## config.mk

```make
export PLATFORM = sky130hd
export DESIGN_NAME = sram_xbar_mn_flat
export DESIGN_NICKNAME = d
export VERILOG_FILES = /design/src/rtl/sram_xbar_mn_pkg.sv /design/src/rtl/sram_xbar_mn_if.sv /design/src/rtl/sram_xbar_mn_rr_arb.sv /design/src/rtl/sram_xbar_mn.sv /design/src/flat_wrapper.sv
export SDC_FILE = /design/constraint.sdc
export NUM_CORES = 1
export LEC_CHECK = 0
export ABC_AREA = 1
export CAP_MARGIN = 20
export CORE_AREA = 2 2 240 242
export CTS_BUF_LIST = sky130_fd_sc_hd__clkbuf_4
export DETAILED_ROUTE_END_ITERATION = 8
export DIE_AREA = 0 0 242 244
export GPL_TIMING_DRIVEN = 0
export PLACE_DENSITY = 0.37
export SLEW_MARGIN = 40
export SYNTH_ARGS = -nofsm -noshare
export SYNTH_HDL_FRONTEND = slang
export SYNTH_HIERARCHICAL = 1
export SYNTH_SLANG_ARGS = --single-unit
```

## constraint.sdc

```tcl
create_clock -name clk -period 2.85 [get_ports clk]
set_clock_uncertainty 0.1 [all_clocks]
set_input_delay 0.57 -clock clk [delete_from_list [all_inputs] [get_ports clk]]
set_output_delay 0.57 -clock clk [all_outputs]
set_load 0.05 [all_outputs]
```

## src/rtl/sram_xbar_mn_pkg.sv

```systemverilog
// +--------------------------------------------------------------------------+
// | sram_xbar_pkg : shared types and width helpers for sram_xbar_mn          |
// | Rev 1.0                                                                   |
// +--------------------------------------------------------------------------+
`default_nettype none

package sram_xbar_pkg;

  // Slave index field is sized for the largest supported slave count.
  localparam int SIDX_W_MAX = 8;

  typedef struct packed {
    logic                  valid;
    logic [SIDX_W_MAX-1:0] sidx;
    logic                  decerr;
  } rsp_tag_t;

  function automatic int sel_width(input int n);
    return (n > 1) ? $clog2(n) : 1;
  endfunction

  function automatic int byte_lanes(input int data_w);
    return data_w / 8;
  endfunction

endpackage

`default_nettype wire

```

## src/rtl/sram_xbar_mn_if.sv

```systemverilog
// +--------------------------------------------------------------------------+
// | sram_xbar_mn_if : flattened master-side and slave-side SRAM port bundle  |
// | Rev 1.0                                                                   |
// +--------------------------------------------------------------------------+
`default_nettype none

interface sram_xbar_mn_if #(
  parameter int LEN_ADDR   = 32,
  parameter int LEN_DATA   = 32,
  parameter int NUM_MASTER = 2,
  parameter int NUM_SLAVE  = 4
);
  localparam int BW = LEN_DATA / 8;

  logic [NUM_MASTER-1:0]          m_ena;
  logic [NUM_MASTER*BW-1:0]       m_wea;
  logic [NUM_MASTER*LEN_ADDR-1:0] m_addra;
  logic [NUM_MASTER*LEN_DATA-1:0] m_dina;
  logic [NUM_MASTER-1:0]          m_grant;
  logic [NUM_MASTER-1:0]          m_rvalid;
  logic [NUM_MASTER*LEN_DATA-1:0] m_douta;
  logic [NUM_MASTER-1:0]          m_decerr;

  logic [NUM_SLAVE-1:0]           s_ena;
  logic [NUM_SLAVE*BW-1:0]        s_wea;
  logic [NUM_SLAVE*LEN_ADDR-1:0]  s_addra;
  logic [NUM_SLAVE*LEN_DATA-1:0]  s_dina;
  logic [NUM_SLAVE*LEN_DATA-1:0]  s_douta;

  // Environment view: issues master requests and models the BRAM banks.
  modport master (
    output m_ena, m_wea, m_addra, m_dina,
    input  m_grant, m_rvalid, m_douta, m_decerr,
    input  s_ena, s_wea, s_addra, s_dina,
    output s_douta
  );

  // Crossbar view.
  modport slave (
    input  m_ena, m_wea, m_addra, m_dina,
    output m_grant, m_rvalid, m_douta, m_decerr,
    output s_ena, s_wea, s_addra, s_dina,
    input  s_douta
  );

endinterface

`default_nettype wire

```

## src/rtl/sram_xbar_mn_rr_arb.sv

```systemverilog
// +--------------------------------------------------------------------------+
// | sram_xbar_rr_arb : round-robin arbiter, one-hot grant, rotating pointer  |
// | Rev 1.0                                                                   |
// +--------------------------------------------------------------------------+
`default_nettype none

module sram_xbar_rr_arb
  import sram_xbar_pkg::*;
#(
  parameter int NUM_REQ = 2
) (
  input  wire logic                          clk,
  input  wire logic                          rst,
  input  wire logic [NUM_REQ-1:0]            req_i,
  output logic      [NUM_REQ-1:0]            gnt_o,
  output logic      [sel_width(NUM_REQ)-1:0] idx_o,
  output logic                               any_o
);

  localparam int IW = sel_width(NUM_REQ);

  logic [IW-1:0] ptr_q;
  logic [IW-1:0] ptr_d;

  // Scan from the pointer upward, wrapping; first requester wins.
  always_comb begin
    int j;
    j     = 0;
    gnt_o = '0;
    idx_o = '0;
    any_o = 1'b0;
    for (int i = 0; i < NUM_REQ; i++) begin
      j = int'(ptr_q) + i;
      if (j >= NUM_REQ) j = j - NUM_REQ;
      if (!any_o && req_i[j]) begin
        any_o    = 1'b1;
        gnt_o[j] = 1'b1;
        idx_o    = IW'(j);
      end
    end
  end

  always_comb begin
    ptr_d = ptr_q;
    if (any_o) begin
      ptr_d = (idx_o == IW'(NUM_REQ - 1)) ? '0 : idx_o + 1'b1;
    end
  end

  always_ff @(posedge clk or posedge rst) begin
    if (rst) begin
      ptr_q <= '0;
    end else begin
      ptr_q <= ptr_d;
    end
  end

endmodule

`default_nettype wire

```

## src/rtl/sram_xbar_mn.sv

```systemverilog
// +--------------------------------------------------------------------------+
// | sram_xbar_mn : M-master x N-slave SRAM crossbar, per-slave round-robin    |
// | Optional: SRAM_XBAR_DECERR_EN (decode-error responses for out-of-range)   |
// | Rev 1.0                                                                   |
// +--------------------------------------------------------------------------+
`default_nettype none

module sram_xbar_mn
  import sram_xbar_pkg::*;
#(
  parameter int LEN_ADDR   = 32,
  parameter int LEN_DATA   = 32,
  parameter int NUM_MASTER = 2,
  parameter int NUM_SLAVE  = 4,
  parameter int READ_LAT   = 1,
  parameter int SEL_LSB    = 28
) (
  input wire logic      clk,
  input wire logic      rst,
  sram_xbar_mn_if.slave bus_io
);

  localparam int SW = $clog2(NUM_SLAVE);
  localparam int BW = byte_lanes(LEN_DATA);
  localparam int MW = sel_width(NUM_MASTER);

  logic [SW-1:0]         w_sel   [NUM_MASTER];
  logic [SW-1:0]         w_tgt   [NUM_MASTER];
  logic [NUM_MASTER-1:0] w_oor;
  logic [NUM_MASTER-1:0] w_drop;
  logic [NUM_MASTER-1:0] w_read;
  logic [NUM_MASTER-1:0] w_grant;

  logic [NUM_MASTER-1:0] w_req_s  [NUM_SLAVE];
  logic [NUM_MASTER-1:0] w_gnt_s  [NUM_SLAVE];
  logic [MW-1:0]         w_widx_s [NUM_SLAVE];
  logic                  w_any_s  [NUM_SLAVE];

  logic [NUM_SLAVE-1:0]          w_s_ena;
  logic [NUM_SLAVE*BW-1:0]       w_s_wea;
  logic [NUM_SLAVE*LEN_ADDR-1:0] w_s_addra;
  logic [NUM_SLAVE*LEN_DATA-1:0] w_s_dina;

  rsp_tag_t w_tag_in [NUM_MASTER];
  rsp_tag_t w_tag_out[NUM_MASTER];
  rsp_tag_t pipe_q   [NUM_MASTER][READ_LAT];

  logic [NUM_MASTER-1:0]          w_rvalid;
  logic [NUM_MASTER-1:0]          w_decerr;
  logic [NUM_MASTER*LEN_DATA-1:0] w_douta;

  // Address decode; w_drop marks requests that bypass every slave.
  always_comb begin
    for (int m = 0; m < NUM_MASTER; m++) begin
      w_sel[m]  = bus_io.m_addra[m*LEN_ADDR + SEL_LSB +: SW];
      w_oor[m]  = (int'(w_sel[m]) >= NUM_SLAVE);
      w_read[m] = (bus_io.m_wea[m*BW +: BW] == '0);
`ifdef SRAM_XBAR_DECERR_EN
      w_tgt[m]  = w_sel[m];
      w_drop[m] = w_oor[m];
`else
      w_tgt[m]  = w_oor[m] ? SW'(NUM_SLAVE - 1) : w_sel[m];
      w_drop[m] = 1'b0;
`endif
    end
  end

  always_comb begin
    for (int s = 0; s < NUM_SLAVE; s++) begin
      for (int m = 0; m < NUM_MASTER; m++) begin
        w_req_s[s][m] = bus_io.m_ena[m] & ~w_drop[m] & (w_tgt[m] == SW'(s));
      end
    end
  end

  generate
    for (genvar s = 0; s < NUM_SLAVE; s++) begin : g_arb
      sram_xbar_rr_arb #(
        .NUM_REQ (NUM_MASTER)
      ) u_arb (
        .clk   (clk),
        .rst   (rst),
        .req_i (w_req_s[s]),
        .gnt_o (w_gnt_s[s]),
        .idx_o (w_widx_s[s]),
        .any_o (w_any_s[s])
      );
    end
  endgenerate

  // An idle arbiter reports index 0, so idle slaves see master 0's addr/data.
  always_comb begin
    w_s_ena   = '0;
    w_s_wea   = '0;
    w_s_addra = '0;
    w_s_dina  = '0;
    for (int s = 0; s < NUM_SLAVE; s++) begin
      w_s_ena[s] = w_any_s[s];
      if (w_any_s[s]) begin
        w_s_wea[s*BW +: BW] = bus_io.m_wea[int'(w_widx_s[s])*BW +: BW];
      end
      w_s_addra[s*LEN_ADDR +: LEN_ADDR] = bus_io.m_addra[int'(w_widx_s[s])*LEN_ADDR +: LEN_ADDR];
      w_s_dina[s*LEN_DATA +: LEN_DATA]  = bus_io.m_dina[int'(w_widx_s[s])*LEN_DATA +: LEN_DATA];
    end
  end

  always_comb begin
    w_grant = bus_io.m_ena & w_drop;
    for (int s = 0; s < NUM_SLAVE; s++) begin
      w_grant = w_grant | w_gnt_s[s];
    end
  end

  always_comb begin
    for (int m = 0; m < NUM_MASTER; m++) begin
      w_tag_in[m].valid  = w_grant[m] & w_read[m];
      w_tag_in[m].sidx   = SIDX_W_MAX'(w_tgt[m]);
      w_tag_in[m].decerr = w_grant[m] & w_read[m] & w_drop[m];
    end
  end

  always_ff @(posedge clk or posedge rst) begin
    if (rst) begin
      for (int m = 0; m < NUM_MASTER; m++) begin
        for (int k = 0; k < READ_LAT; k++) begin
          pipe_q[m][k] <= '0;
        end
      end
    end else begin
      for (int m = 0; m < NUM_MASTER; m++) begin
        pipe_q[m][0] <= w_tag_in[m];
        for (int k = 1; k < READ_LAT; k++) begin
          pipe_q[m][k] <= pipe_q[m][k-1];
        end
      end
    end
  end

  // Read data is steered by the registered tag; nothing returns on decerr.
  always_comb begin
    w_douta = '0;
    for (int m = 0; m < NUM_MASTER; m++) begin
      w_tag_out[m] = pipe_q[m][READ_LAT-1];
      w_rvalid[m]  = w_tag_out[m].valid;
`ifdef SRAM_XBAR_DECERR_EN
      w_decerr[m]  = w_tag_out[m].decerr;
`else
      w_decerr[m]  = 1'b0;
`endif
      if (w_tag_out[m].valid && !w_tag_out[m].decerr) begin
        for (int s = 0; s < NUM_SLAVE; s++) begin
          if (w_tag_out[m].sidx == SIDX_W_MAX'(s)) begin
            w_douta[m*LEN_DATA +: LEN_DATA] = bus_io.s_douta[s*LEN_DATA +: LEN_DATA];
          end
        end
      end
    end
  end

  assign bus_io.m_grant  = w_grant;
  assign bus_io.m_rvalid = w_rvalid;
  assign bus_io.m_decerr = w_decerr;
  assign bus_io.m_douta  = w_douta;
  assign bus_io.s_ena    = w_s_ena;
  assign bus_io.s_wea    = w_s_wea;
  assign bus_io.s_addra  = w_s_addra;
  assign bus_io.s_dina   = w_s_dina;

endmodule

`default_nettype wire

```

## src/flat_wrapper.sv

```systemverilog
// flat-port wrapper written by rule: the top's interface ports become plain ports
module sram_xbar_mn_flat import sram_xbar_pkg::*;
#(
  parameter int LEN_ADDR   = 32,
  parameter int LEN_DATA   = 32,
  parameter int NUM_MASTER = 2,
  parameter int NUM_SLAVE  = 4,
  parameter int READ_LAT   = 1,
  parameter int SEL_LSB    = 28
)
  (clk, rst, bus_io_m_ena, bus_io_m_wea, bus_io_m_addra, bus_io_m_dina, bus_io_m_grant, bus_io_m_rvalid, bus_io_m_douta, bus_io_m_decerr, bus_io_s_ena, bus_io_s_wea, bus_io_s_addra, bus_io_s_dina, bus_io_s_douta);
  sram_xbar_mn_if #(.LEN_ADDR(LEN_ADDR), .LEN_DATA(LEN_DATA), .NUM_MASTER(NUM_MASTER), .NUM_SLAVE(NUM_SLAVE)) bus_io_i ();
  input wire logic clk;
  input wire logic rst;
  input wire logic [$bits(bus_io_i.m_ena)-1:0] bus_io_m_ena;
  input wire logic [$bits(bus_io_i.m_wea)-1:0] bus_io_m_wea;
  input wire logic [$bits(bus_io_i.m_addra)-1:0] bus_io_m_addra;
  input wire logic [$bits(bus_io_i.m_dina)-1:0] bus_io_m_dina;
  output wire logic [$bits(bus_io_i.m_grant)-1:0] bus_io_m_grant;
  output wire logic [$bits(bus_io_i.m_rvalid)-1:0] bus_io_m_rvalid;
  output wire logic [$bits(bus_io_i.m_douta)-1:0] bus_io_m_douta;
  output wire logic [$bits(bus_io_i.m_decerr)-1:0] bus_io_m_decerr;
  output wire logic [$bits(bus_io_i.s_ena)-1:0] bus_io_s_ena;
  output wire logic [$bits(bus_io_i.s_wea)-1:0] bus_io_s_wea;
  output wire logic [$bits(bus_io_i.s_addra)-1:0] bus_io_s_addra;
  output wire logic [$bits(bus_io_i.s_dina)-1:0] bus_io_s_dina;
  input wire logic [$bits(bus_io_i.s_douta)-1:0] bus_io_s_douta;
  assign bus_io_i.m_ena = bus_io_m_ena;
  assign bus_io_i.m_wea = bus_io_m_wea;
  assign bus_io_i.m_addra = bus_io_m_addra;
  assign bus_io_i.m_dina = bus_io_m_dina;
  assign bus_io_m_grant = bus_io_i.m_grant;
  assign bus_io_m_rvalid = bus_io_i.m_rvalid;
  assign bus_io_m_douta = bus_io_i.m_douta;
  assign bus_io_m_decerr = bus_io_i.m_decerr;
  assign bus_io_s_ena = bus_io_i.s_ena;
  assign bus_io_s_wea = bus_io_i.s_wea;
  assign bus_io_s_addra = bus_io_i.s_addra;
  assign bus_io_s_dina = bus_io_i.s_dina;
  assign bus_io_i.s_douta = bus_io_s_douta;
  sram_xbar_mn #(.LEN_ADDR(LEN_ADDR), .LEN_DATA(LEN_DATA), .NUM_MASTER(NUM_MASTER), .NUM_SLAVE(NUM_SLAVE), .READ_LAT(READ_LAT), .SEL_LSB(SEL_LSB)) u_core (.clk(clk), .rst(rst), .bus_io(bus_io_i));
endmodule
```

# == Yosys cells after proc, flatten, opt, wreduce, memory -nomap -nowiden ==
# Cells that the tools add are included.
# classes
shift,12
n_mux,90
add_sub_neg,16
n_eq_ne,12
n_bitwise,17
order_cmp,24
reduce_logical,22
# op_table
operator,count
$mux 32,18
$shiftx 64x7->32,8
$ge 32x1->1 const B,8
$lt 32x3->1 const B,8
$mux 1,52
$shiftx 8x4->4,4
$eq 2x2->1 const B,8
$logic_not 8->1,2
$mux 2,8
$mux 4,4
$or 2x2->2,7
$logic_and 1x1->1,12
$sub 1x2->3 const B,4
$sub 2x2->3 const B,4
$and 1x1->1,10
$add 1x1->2 const B,4
$demux 1 s1,8
$eq 2x1->1 const B,4
$ge 1x2->1 const B,4
$ge 2x2->1 const B,4
$logic_not 4->1,2
$add 1x1->1 const B,4
$logic_not 1->1,4
$logic_not 2->1,2
# word_totals
output_inout_bits,346
reg_bits,10
elab_cells,201
inputBits,268

# == Depth between registers and ports, before layout ==
# depth
depth_word,13
depth_mapped,10
ltp_nobuf,9

# == Cells and area by module ==
# The synthesis kept the hierarchy.
# modules_own_cells
mod,n_inst,cells_per_inst,area_per_inst_um2
sram_xbar_mn,1,1258,5664.2
sram_xbar_rr_arb,4,17,88.8

# == Worst setup path before layout ==
# No wires, ideal clock.
# synth_path
kind,input port to output port
start,in bus_io_m_addra[29]
end,out bus_io_s_addra[100]
stages,8
path_slack_ns,-0.329
arrival_time_ns,2.509
required_time_ns,2.180
cell_sequence,inv_1 -> nor3_1 -> inv_1 -> nor2_2 -> nor2_1 -> buf_2 -> clkbuf_1 -> o21ai_0
# synth_lines
element,line_no,text
"start, declared",flat_wrapper.sv:17,input wire logic [$bits(bus_io_i.m_addra)-1:0] bus_io_m_addra;
"end, declared",flat_wrapper.sv:25,output wire logic [$bits(bus_io_i.s_addra)-1:0] bus_io_s_addra;

==> key figures <==
Yosys
  • Most used flip-flop cell after synthesis: dfrtp_1
  • Top-count cell post-synth: nand2_1
  • Post-synth EDFFs: 0
  • Yosys top cell by area: nand2_1
  • Avg Inst Size Synth: 4.54 um2
  • Synth top area share: 27.6%
  • Most instantiated cells after synthesis: nand2_1 (443), o21ai_0 (326), inv_1 (174)
  • Synth top area cells: nand2_1 (28%), o21ai_0 (27%), inv_1 (11%), nand3_1 (7.6%), nor2_1 (5.3%)
  • Cell variety after synth: 23
  • Synth Register Bits: 10
  • Synthesized area: 6020 um2
  • Mapped Cells: around 1300
  • Sequential share of the synthesized area: 4.16%
  • Synth Warn #: 6
  • FFs w/ async S/R, synth: between 90% and 100%

Global routing
  • Total Routing Usage GR: 21.6%
  • Largest net degree at the start of global routing: 11
  • Antenna violations before repair: 16
  • First-pass GRT wire length: 93.0 mm
  • Grt ovf: 0
  • Vias in the first global route: 11768

Clock network
  • CTS clk-pin slew, worst paths: 0.07 ns
  • Sink Count: 10
  • Worst skew pair latency: 0.26 ns
  • H-tree depth: 1
  • Root Buffer: clkbuf_4
  • CTS buffer count: 3
  • CTS tree: done
  • Clock buffer depth: 2

Pwr
  • Leak pwr: 6.98 nW
  • Max VDD drop: between 0.1 and 0.15 mV
  • Power Dens Cells: between 200 and 300 nW/um2

Die
  • Boundary Pins: 614
  • Die footprint: 59000 um2
  • Starting Density: between 10 and 15%
  • Die X-Extent: approximately 240 um
  • Site Rows: 87
  • Die Ht: 244 um
  • CORE AREA: approximately 56000 um2

Outcome
  • Status: completed

Layout
  • Final core utilization: between 20% and 30%
  • Layout cells sized above 1: ~34%
  • Fin nets: 2244
  • Fill cell count: around 6500
  • Area grow syn2layout: 152%

Route
  • WL met1: between 20 and 25 mm
  • Post-route antenna net violation count: 0
  • First drt pass iteration count: 5
  • Avg WL per Cell: between 20 and 30 um
  • DR DRC count: 0
  • Highest Signal Layer: met5
  • Vias/cell: 4.35
  • Via count: 11907
  • DR WL met2: 35.4 mm
  • Routed WL: 69.1 mm
  • DR WL met3: 6.09 mm
  • DRT iter0 DRCs: 636

Critical path
  • Worst setup EP type: output port
  • Element type at the critical path start: primary input
  • Crit Path Max Fanout: 7
  • Worst path arrival time: 2.17 ns
  • CP required: 2.18 ns
  • Critical-path cell list: dlygate4sd2_1 -> inv_2 -> nor3_1 -> inv_1 -> nor2_4 -> nor2_4 -> buf_12 -> buf_12 -> clkbuf_16 -> nand2_4 -> o21ai_4 -> buf_8
  • CP Class: primary input to output port
  • Slowest stage cell, crit path: dlygate4sd2_1
  • CP peak stage delay: 0.24 ns
  • Origin of the worst setup path: bus_io_m_ena[0]

STA
  • RSZ-0062 raised after global routing: yes
  • Tcrit/Tclk final: 99.7%
  • Min Tclk post-route: roughly 2.8 ns
  • Least-Margin Pin Slew: 0.577 ns
  • Setup TNS: 0 ns
  • Fmax: 0.352 GHz
  • Slew headroom: about three fifths
  • Final hold violations: 0
  • # setup viols final: 0
  • Worst hold margin: a little under 0.4 ns
  • Pins Over Slew Limit: 0
  • Final worst setup slack: 0.00845 ns

Run
  • Max-capacitance violation count: 0

Worst hold path
  • HP Start: bus_io_m_addra[29]
  • Type of the worst min-delay path: primary input to register

Placed design
  • Gpl congestion: about 0.94
  • DP HPWL: about 56 mm
  • Pre-CTS WS: -2.13 ns
  • Port Buffers: approximately 600
cells by family (layout without fill, tap and decap cells):
group / after synthesis / in the layout / synth area share [%]
buffers and inverters: 286 / 933 / 20.3
and+or+nand+nor: 643 / 643 / 43.4
DFF: 10 / 10 / 4.16
other: 1 / 7 / 0.0623
AOI/OAI and AO/OA: 386 / 386 / 32.1
routing by layer:
metal  vias up  global-route usage, %
li1       5539                      -
met1      5696                   23.1
met2       570                   40.9
met3        86                   6.29
met4        16                   6.43
met5         -                      0
path summary, 6_finish.rpt:
kind | slack, ns | cells past startpoint | endpoint
worst max-delay path | 0.008 | 12 | bus_io_s_dina[25]
worst min-delay path | 0.39 | 1 | u_core/pipe_q[12]
worst max register to register | 1.44 | 5 | u_core/bus_io.m_rvalid[1]
worst min register to register | 0.52 | 2 | register
max in group asynchronous | 1.84 | 2 | u_core/bus_io.m_rvalid[1]
min in group asynchronous | 0.50 | 2 | async pin
where the power goes:
part | internal, mW | switching, mW | leakage, nW
combinational | 1.34 | 2.53 | 6.84
clock | 0.0487 | 0.0483 | 0.0138
sequential | 0.159 | 0.0252 | 0.117
metrics by stage:
| stage | instance area, um2 | power, mW | cells |
|---|---|---|---|
| floorplan | 6080 | 2.10 | 1327 |
| global placement | 13100 | 3.70 | 2694 |
| detailed placement | 13100 | 3.69 | 2694 |
| CTS | 13800 | 3.90 | 2717 |
| global route | 15100 | 4.32 | 2731 |
| finish | 15200 | 4.15 | 2735 |
placed cells by master (no fill, tap or decap), types with 19 or more instances in the layout:
cell | Yosys | final
a21oi_1 | 50 | 34
buf_12 | 0 | 21
buf_2 | 37 | 20
buf_4 | 10 | 101
buf_6 | 8 | 203
clkbuf_2 | 0 | 33
clkbuf_4 | 0 | 19
clkdlybuf4s50_1 | 0 | 263
dlygate4sd2_1 | 0 | 34
inv_1 | 174 | 164
nand2_1 | 443 | 406
nand2_2 | 2 | 35
nand3_1 | 91 | 91
nor2_1 | 85 | 81
o21ai_0 | 326 | 62
o21ai_1 | 10 | 131
o21ai_2 | 0 | 125
cell type report:
class                           count  area (um2)  area share [%]
Clock buffer                        3        22.5           0.149
Inverter                          182         696            4.59
Buffer                            104        1140            7.50
Multi-Input combinational cell   1031        5500            36.3
Timing Repair Buffer              644        6590            43.5
Antenna cell                        5        12.5          0.0826
Tap cell                          756         946            6.24
Sequential cell                    10         251            1.66
critical path: cells and delay by family:
family	cells	cell delay, ns
buffers and inverters	7	1.15
and+or+nand+nor	4	0.34
AOI/OAI and AO/OA	1	0.10
repair_timing:
action                      CTS  global route
hold buffers                  0             0
resized for setup          2087           425
pin swaps                    13            10
setup buffers                12             5
cloned                        9             9
setup endpoints to repair   342           296
Note: power is estimated with default switching activity, not from simulation.
